--- src/rtl/mult_pipe_hs.sv ---
// Elastic multiplier pipeline: STAGES valid/ready register stages carrying the
// operand mode alongside the payload, so a signed/unsigned switch never disturbs in-flight items.
module mult_pipe_hs #(
    parameter int WIDTH  = 4,
    parameter int STAGES = 2
) (
    input  logic                           clk,
    input  logic                           rst_n,
    input  logic                           in_valid,
    output logic                           in_ready,
    input  logic                           in_signed,
    input  logic [WIDTH-1:0]               multiplicand,
    input  logic [WIDTH-1:0]               multiplier,
    output logic                           out_valid,
    input  logic                           out_ready,
    output logic [2*WIDTH-1:0]             product,
    output logic [$clog2(STAGES+1)-1:0]    occupancy,
    output logic                           busy
);

    localparam int PW = 2 * WIDTH;
    localparam int OW = $clog2(STAGES + 1);

    logic [STAGES-1:0] vld;
    logic [STAGES-1:0] mode;
    logic [STAGES-1:0] adv;
    logic [STAGES-1:0] load;
    logic [PW-1:0]     pay [STAGES];

    // Extending both operands to full width makes the low PW bits of the
    // product exact for both two's-complement and unsigned operands.
    function automatic logic [PW-1:0] mul(input logic [WIDTH-1:0] a,
                                          input logic [WIDTH-1:0] b,
                                          input logic             s);
        logic [PW-1:0] ax;
        logic [PW-1:0] bx;
        ax = s ? {{WIDTH{a[WIDTH-1]}}, a} : {{WIDTH{1'b0}}, a};
        bx = s ? {{WIDTH{b[WIDTH-1]}}, b} : {{WIDTH{1'b0}}, b};
        return ax * bx;
    endfunction

    // Ready ripples backwards: a stage may load when empty or when its own
    // content moves on in the same cycle.
    always_comb begin
        adv  = '0;
        load = '0;
        adv[STAGES-1] = vld[STAGES-1] & out_ready;
        for (int unsigned k = STAGES - 1; k >= 1; k--) begin
            load[k]   = ~vld[k] | adv[k];
            adv[k-1]  = vld[k-1] & load[k];
        end
        load[0]  = ~vld[0] | adv[0];
        in_ready = load[0];
    end

    always_ff @(posedge clk or negedge rst_n) begin
        if (!rst_n) begin
            vld  <= '0;
            mode <= '0;
            for (int unsigned k = 0; k < STAGES; k++) begin
                pay[k] <= '0;
            end
        end else begin
            if (load[0]) begin
                vld[0] <= in_valid;
                if (in_valid) begin
                    mode[0] <= in_signed;
                    pay[0]  <= (STAGES == 1) ? mul(multiplicand, multiplier, in_signed)
                                             : {multiplicand, multiplier};
                end
            end
            for (int unsigned k = 1; k < STAGES; k++) begin
                if (load[k]) begin
                    vld[k] <= vld[k-1];
                    if (vld[k-1]) begin
                        mode[k] <= mode[k-1];
                        pay[k]  <= (k == 1) ? mul(pay[0][PW-1:WIDTH], pay[0][WIDTH-1:0], mode[0])
                                            : pay[k-1];
                    end
                end
            end
        end
    end

    always_comb begin
        occupancy = '0;
        for (int unsigned k = 0; k < STAGES; k++) begin
            occupancy = occupancy + OW'(vld[k]);
        end
        busy      = |vld;
        out_valid = vld[STAGES-1];
        product   = pay[STAGES-1];
    end

endmodule

--- config.mk ---
export PLATFORM = sky130hd
export DESIGN_NAME = mult_pipe_hs
export DESIGN_NICKNAME = d
export VERILOG_FILES = /design/src/rtl/mult_pipe_hs.sv
export SDC_FILE = /design/constraint.sdc
export NUM_CORES = 1
export LEC_CHECK = 0
export CORE_ASPECT_RATIO = 0.8
export CORE_MARGIN = 1
export CORE_UTILIZATION = 26
export CTS_CLUSTER_SIZE = 12
export DETAILED_ROUTE_END_ITERATION = 8
export GPL_ROUTABILITY_DRIVEN = 0
export PLACE_DENSITY = 0.54
export SLEW_MARGIN = 25
export SYNTH_ARGS = -nofsm -noshare
export SYNTH_HDL_FRONTEND = slang
export SYNTH_SLANG_ARGS = --single-unit
--- constraint.sdc ---
create_clock -name clk -period 4.7 [get_ports clk]
set_input_delay 0.705 -clock clk [delete_from_list [all_inputs] [get_ports clk]]
set_output_delay 0.705 -clock clk [all_outputs]
set_load 0.1 [all_outputs]
Word-level counts from Yosys, hierarchy flattened
Index checks and enable logic that the tools add are counted.
{"block": "totals", "output_inout_bits": 13, "input_bits": 13, "regBits": 19, "elab_cells": 18}
{"block": "op_classes", "addsub": 1, "bitwise_logic": 6, "mul": 1, "n_mux": 2, "n_reduce_logical": 3}
{"operator": "$mux 8", "count": 2}
{"operator": "$mul 8x8->8", "count": 1}
{"operator": "$reduce_and 2->1", "count": 2}
{"operator": "$add 1x1->2", "count": 1}
{"operator": "$and 1x1->1", "count": 2}
{"operator": "$not 1->1", "count": 2}
{"operator": "$or 1x1->1", "count": 2}
{"operator": "$reduce_or 2->1", "count": 1}

Logic depth before layout (Yosys ltp)
{"block": "depth", "word_depth": 5, "depth_mapped": 15, "ltp_nobuf": 15}

Worst setup path after synthesis
No wires, ideal clock.
{"block": "synth_timing", "kind": "register -> register", "from": "register mode[0]", "to": "register pay, in the netlist product[7]", "synth_period_minus_slack_ps": 3645, "setup_ps": 76, "path_slack_ps": 1055, "n_path_buf": 0, "stages_incl_launch_ff": 13, "t_arrival_ps": 3569, "required_ps": 4624, "cell_sequence": "dfrtp_1 > and3_1 > fa_1 > ha_1 > fa_1 > inv_1 > fa_1 > inv_1 > ha_1 > a21oi_2 > xnor2_2 > xnor3_1 > o21ai_1"}
{"block": "synth_between", "elab_chain_len": 2, "word_cells_on_any_way": 3, "classes_between": "1 x mul; 2 x mux"}
{"item": "start: declaration", "line": "25", "text": "logic [STAGES-1:0] mode;"}
{"item": "start signal: assignment", "line": "67", "text": "mode[0] <= in_signed;"}
{"item": "start signal: indexed assignment", "line": "76", "text": "mode[k] <= mode[k-1];"}
{"item": "$mux 8 (on tied branches)", "line": "37, 38"}
{"item": "$mul 8x8->8 (*)", "line": "39", "text": "return ax * bx;"}
{"item": "end signal: indexed assignment", "line": "77", "text": "pay[k] <= (k == 1) ? mul(pay[0][PW-1:WIDTH], pay[0][WIDTH-1:0], mode[0])"}
{"item": "end: declaration", "line": "28", "text": "logic [PW-1:0] pay [STAGES];"}
Every way passes the cells marked *; elsewhere a longest branch is shown, timed or not.
A chain may end at the register's enable or synchronous reset.

Final worst setup path
{"block": "layout_timing", "from": "register pay[11] (netlist bit)", "to": "register pay, in the netlist product[7]"}
{"block": "layout_between", "elab_chain_len": 2}
{"item": "$mux 8", "line": "38", "text": "bx = s ? {{WIDTH{b[WIDTH-1]}}, b} : {{WIDTH{1'b0}}, b};"}
{"item": "$mul 8x8->8", "line": "39"}
Every way passes these cells.

==> metrics <==
status completed; Post CTS Setup Buffer Count 0; fin. max-slew vios 0; # diodes 0; dominant delay contributor by cell family on the critical path adder cells; via-per-instance ratio 3.85; Reg2Reg Launch Point pay[11]; share of layout cells above drive strength 1 11.0%; pwr/cell area 567 mW/mm^2; setup TNS 0 ns; nets@finish 216; worst relative slew slack 35.2%; clock skew 0.00912 ns; CP Launch Type flop; Final Hold Viols 0; Netlist cell types 24; chip height 72.6 um; DR WL/cell 10.5 um; Filler cells 625; ANT nets after route 0; largest area contributor in the netlist dfrtp_1; # DRC 0; largest fanout on the critical path 8; RSZ-0062 raised after global routing no; Die ar. 0.00655 mm^2; actual slew at the worst max-slew pin 0.969 ns; Static Leak 0.959 nW; placed wire-length estimate 2250 um; largest net degree at the start of global routing 20; WP data arrival 4.01 ns; Worst Path Buf+Inv 3; Syn Std Cell Area 0.00162 mm^2; Ports 26; root buffer cell clkbuf_8; Final Power 1.10 mW; global route overflow 0; worst skew pair latency 0.26 ns; CTS H-tree depth 1; class of the worst hold path input port to asynchronous set/reset pin; Synth top area share 29.4%; CTS Buf Count 3; synth warn 0; flop2flop setup slack 0.87 ns; most common cell after layout, fill and taps aside inv_1; Final Setup Violations 0; critical path type flop to flop; critical path capture point type flop; r2r worst-path depth 13; cell mode on critical path fa_1; die width 90.2 um; Worst path slowest cell fa_1; Hold Buf Count CTS 0; Req. time, crit path 4.88 ns; PostCTS Resize Cnt 0; vias post-DR 975; Worst Setup SP pay[11]; worst vdd ir 0.127 mV; Core Region 0.00594 mm^2; Worst R2R End product[7]; IO Port Bufs 25; post-synthesis sequential area ratio 29.4%; crit-path cells nand3_1 > fa_1 > inv_1 > fa_1 > fa_1 > inv_1 > fa_1 > inv_1 > ha_1 > a21oi_2 > xnor2_2 > xnor3_1 > o21ai_1; Area Overhead vs Synth 20.0%; period utilization 81.5%; Net Count, Synth 195; most frequent cells in the layout inv_1 (28), clkdlybuf4s50_1 (24), dfrtp_1 (19), ha_1 (18), and2_1 (13); GRT Resource Usage Total 9.51%; post-synthesis cell count 152; synthesized flop and latch total 19; DRT iter0 DRCs 53; f_max 0.261 GHz; CP peak stage delay 0.52 ns; initial antenna violation count 0; Routed WL 2660 um; Max Buffers Root-to-Sink 2; drt pass-1 iters 3; vias in the first global route 1,042; first-pass GRT wire length 4920 um; dominant cells by area after synthesis dfrtp_1 (29%), fa_1 (15%), ha_1 (14%); CTS tree done; Final min period 3.83 ns; Initial Utilization 27.2%; num rows 25; Worst-path clk slew 0.08 ns; Sink Count 19; max_cap viols 0; Avg Cell Area, Syn 10.7 um^2
## worst max-delay path by stage
stage,endpoint,cells past startpoint
after global routing,product[7],13
after CTS,product[7],13
after floorplan,product[7],12
after global placement,product[7],13
after detailed placement,product[7],13
final,product[7],13
## worst reg2reg max path, cell delays in order (launching register included)
cell	delay (ns)
dfrtp_1	0.46
nand3_1	0.17
fa_1	0.44
inv_1	0.08
fa_1	0.41
fa_1	0.49
inv_1	0.05
fa_1	0.52
inv_1	0.04
ha_1	0.32
a21oi_2	0.18
xnor2_2	0.14
xnor3_1	0.33
o21ai_1	0.12
## per-stage QoR
stage                     utilization, %  hold slack (ns)  setup WS (ns)  instances  area [um^2]
after global routing                32.7            0.420          0.593        253         1940
after global placement              32.0            0.461          0.914        249         1900
final                               32.7            0.374          0.869        253         1940
after floorplan                        -            0.409           1.05        152         1620
after detailed placement            32.0            0.469          0.902        249         1900
after CTS                           32.8            0.487          0.849        253         1950
## sequential cells by signal, indices dropped and copies added (netlist names)
register	cells
mode	1
product	8
pay	8
vld	2
## cell type report
cell class	count	area, um^2	share of cell area (%)
Multi-Input combinational cell	96	967	49.8
Sequential cell	19	475	24.5
Timing Repair Buffer	25	245	12.6
Inverter	28	105	5.41
Tap cell	81	101	5.22
Clock buffer	3	41.3	2.12
Clock inverter	1	7.51	0.386
## metal layers
layer / part of all wire, % / vias to the layer above / track usage, %
met1: 54 / 447 / 14.1
met4: 0 / 0 / 1.08
li1: - / 508 / -
met5: 0 / - / 0
met3: 4.3 / 0 / 3.13
met2: 42 / 20 / 13.7
## cell families after synthesis
| kind of cell | after synthesis | share of synthesized area (%) |
|---|---|---|
| buffers and inverters | 37 | 10.9 |
| and+or+nand+nor | 33 | 11.1 |
| AOI/OAI and AO/OA | 8 | 3.01 |
| DFF | 19 | 29.4 |
| adders and majority gates | 30 | 28.7 |
| xor gates and xnor gates | 12 | 7.81 |
| muxes | 13 | 9.04 |
## Yosys cell counts
| cell | count |
|---|---|
| nand2_1 | 9 |
| mux2_1 | 3 |
| and3_1 | 4 |
| o21ai_0 | 3 |
| nand2b_1 | 2 |
| xnor2_2 | 1 |
| and2_1 | 13 |
| fa_1 | 12 |
| or2_2 | 1 |
| mux2_2 | 10 |
| o21ai_1 | 1 |
| a21oi_2 | 1 |
| nand2_2 | 1 |
| xnor2_1 | 7 |
| dfrtp_1 | 19 |
| buf_6 | 1 |
| xor2_1 | 3 |
| a21o_1 | 2 |
| nand3_1 | 3 |
| inv_1 | 28 |
| xnor3_1 | 1 |
| a21oi_1 | 1 |
| ha_1 | 18 |
| buf_4 | 8 |
## power by group
group	leakage (nW)	internal, mW	switching (mW)
Sequential	0.224	0.208	0.0365
Clock	0.0217	0.0599	0.0600
Combinational	0.713	0.265	0.471
Total	0.959	0.533	0.568
Power figures use the tool's default switching activity.
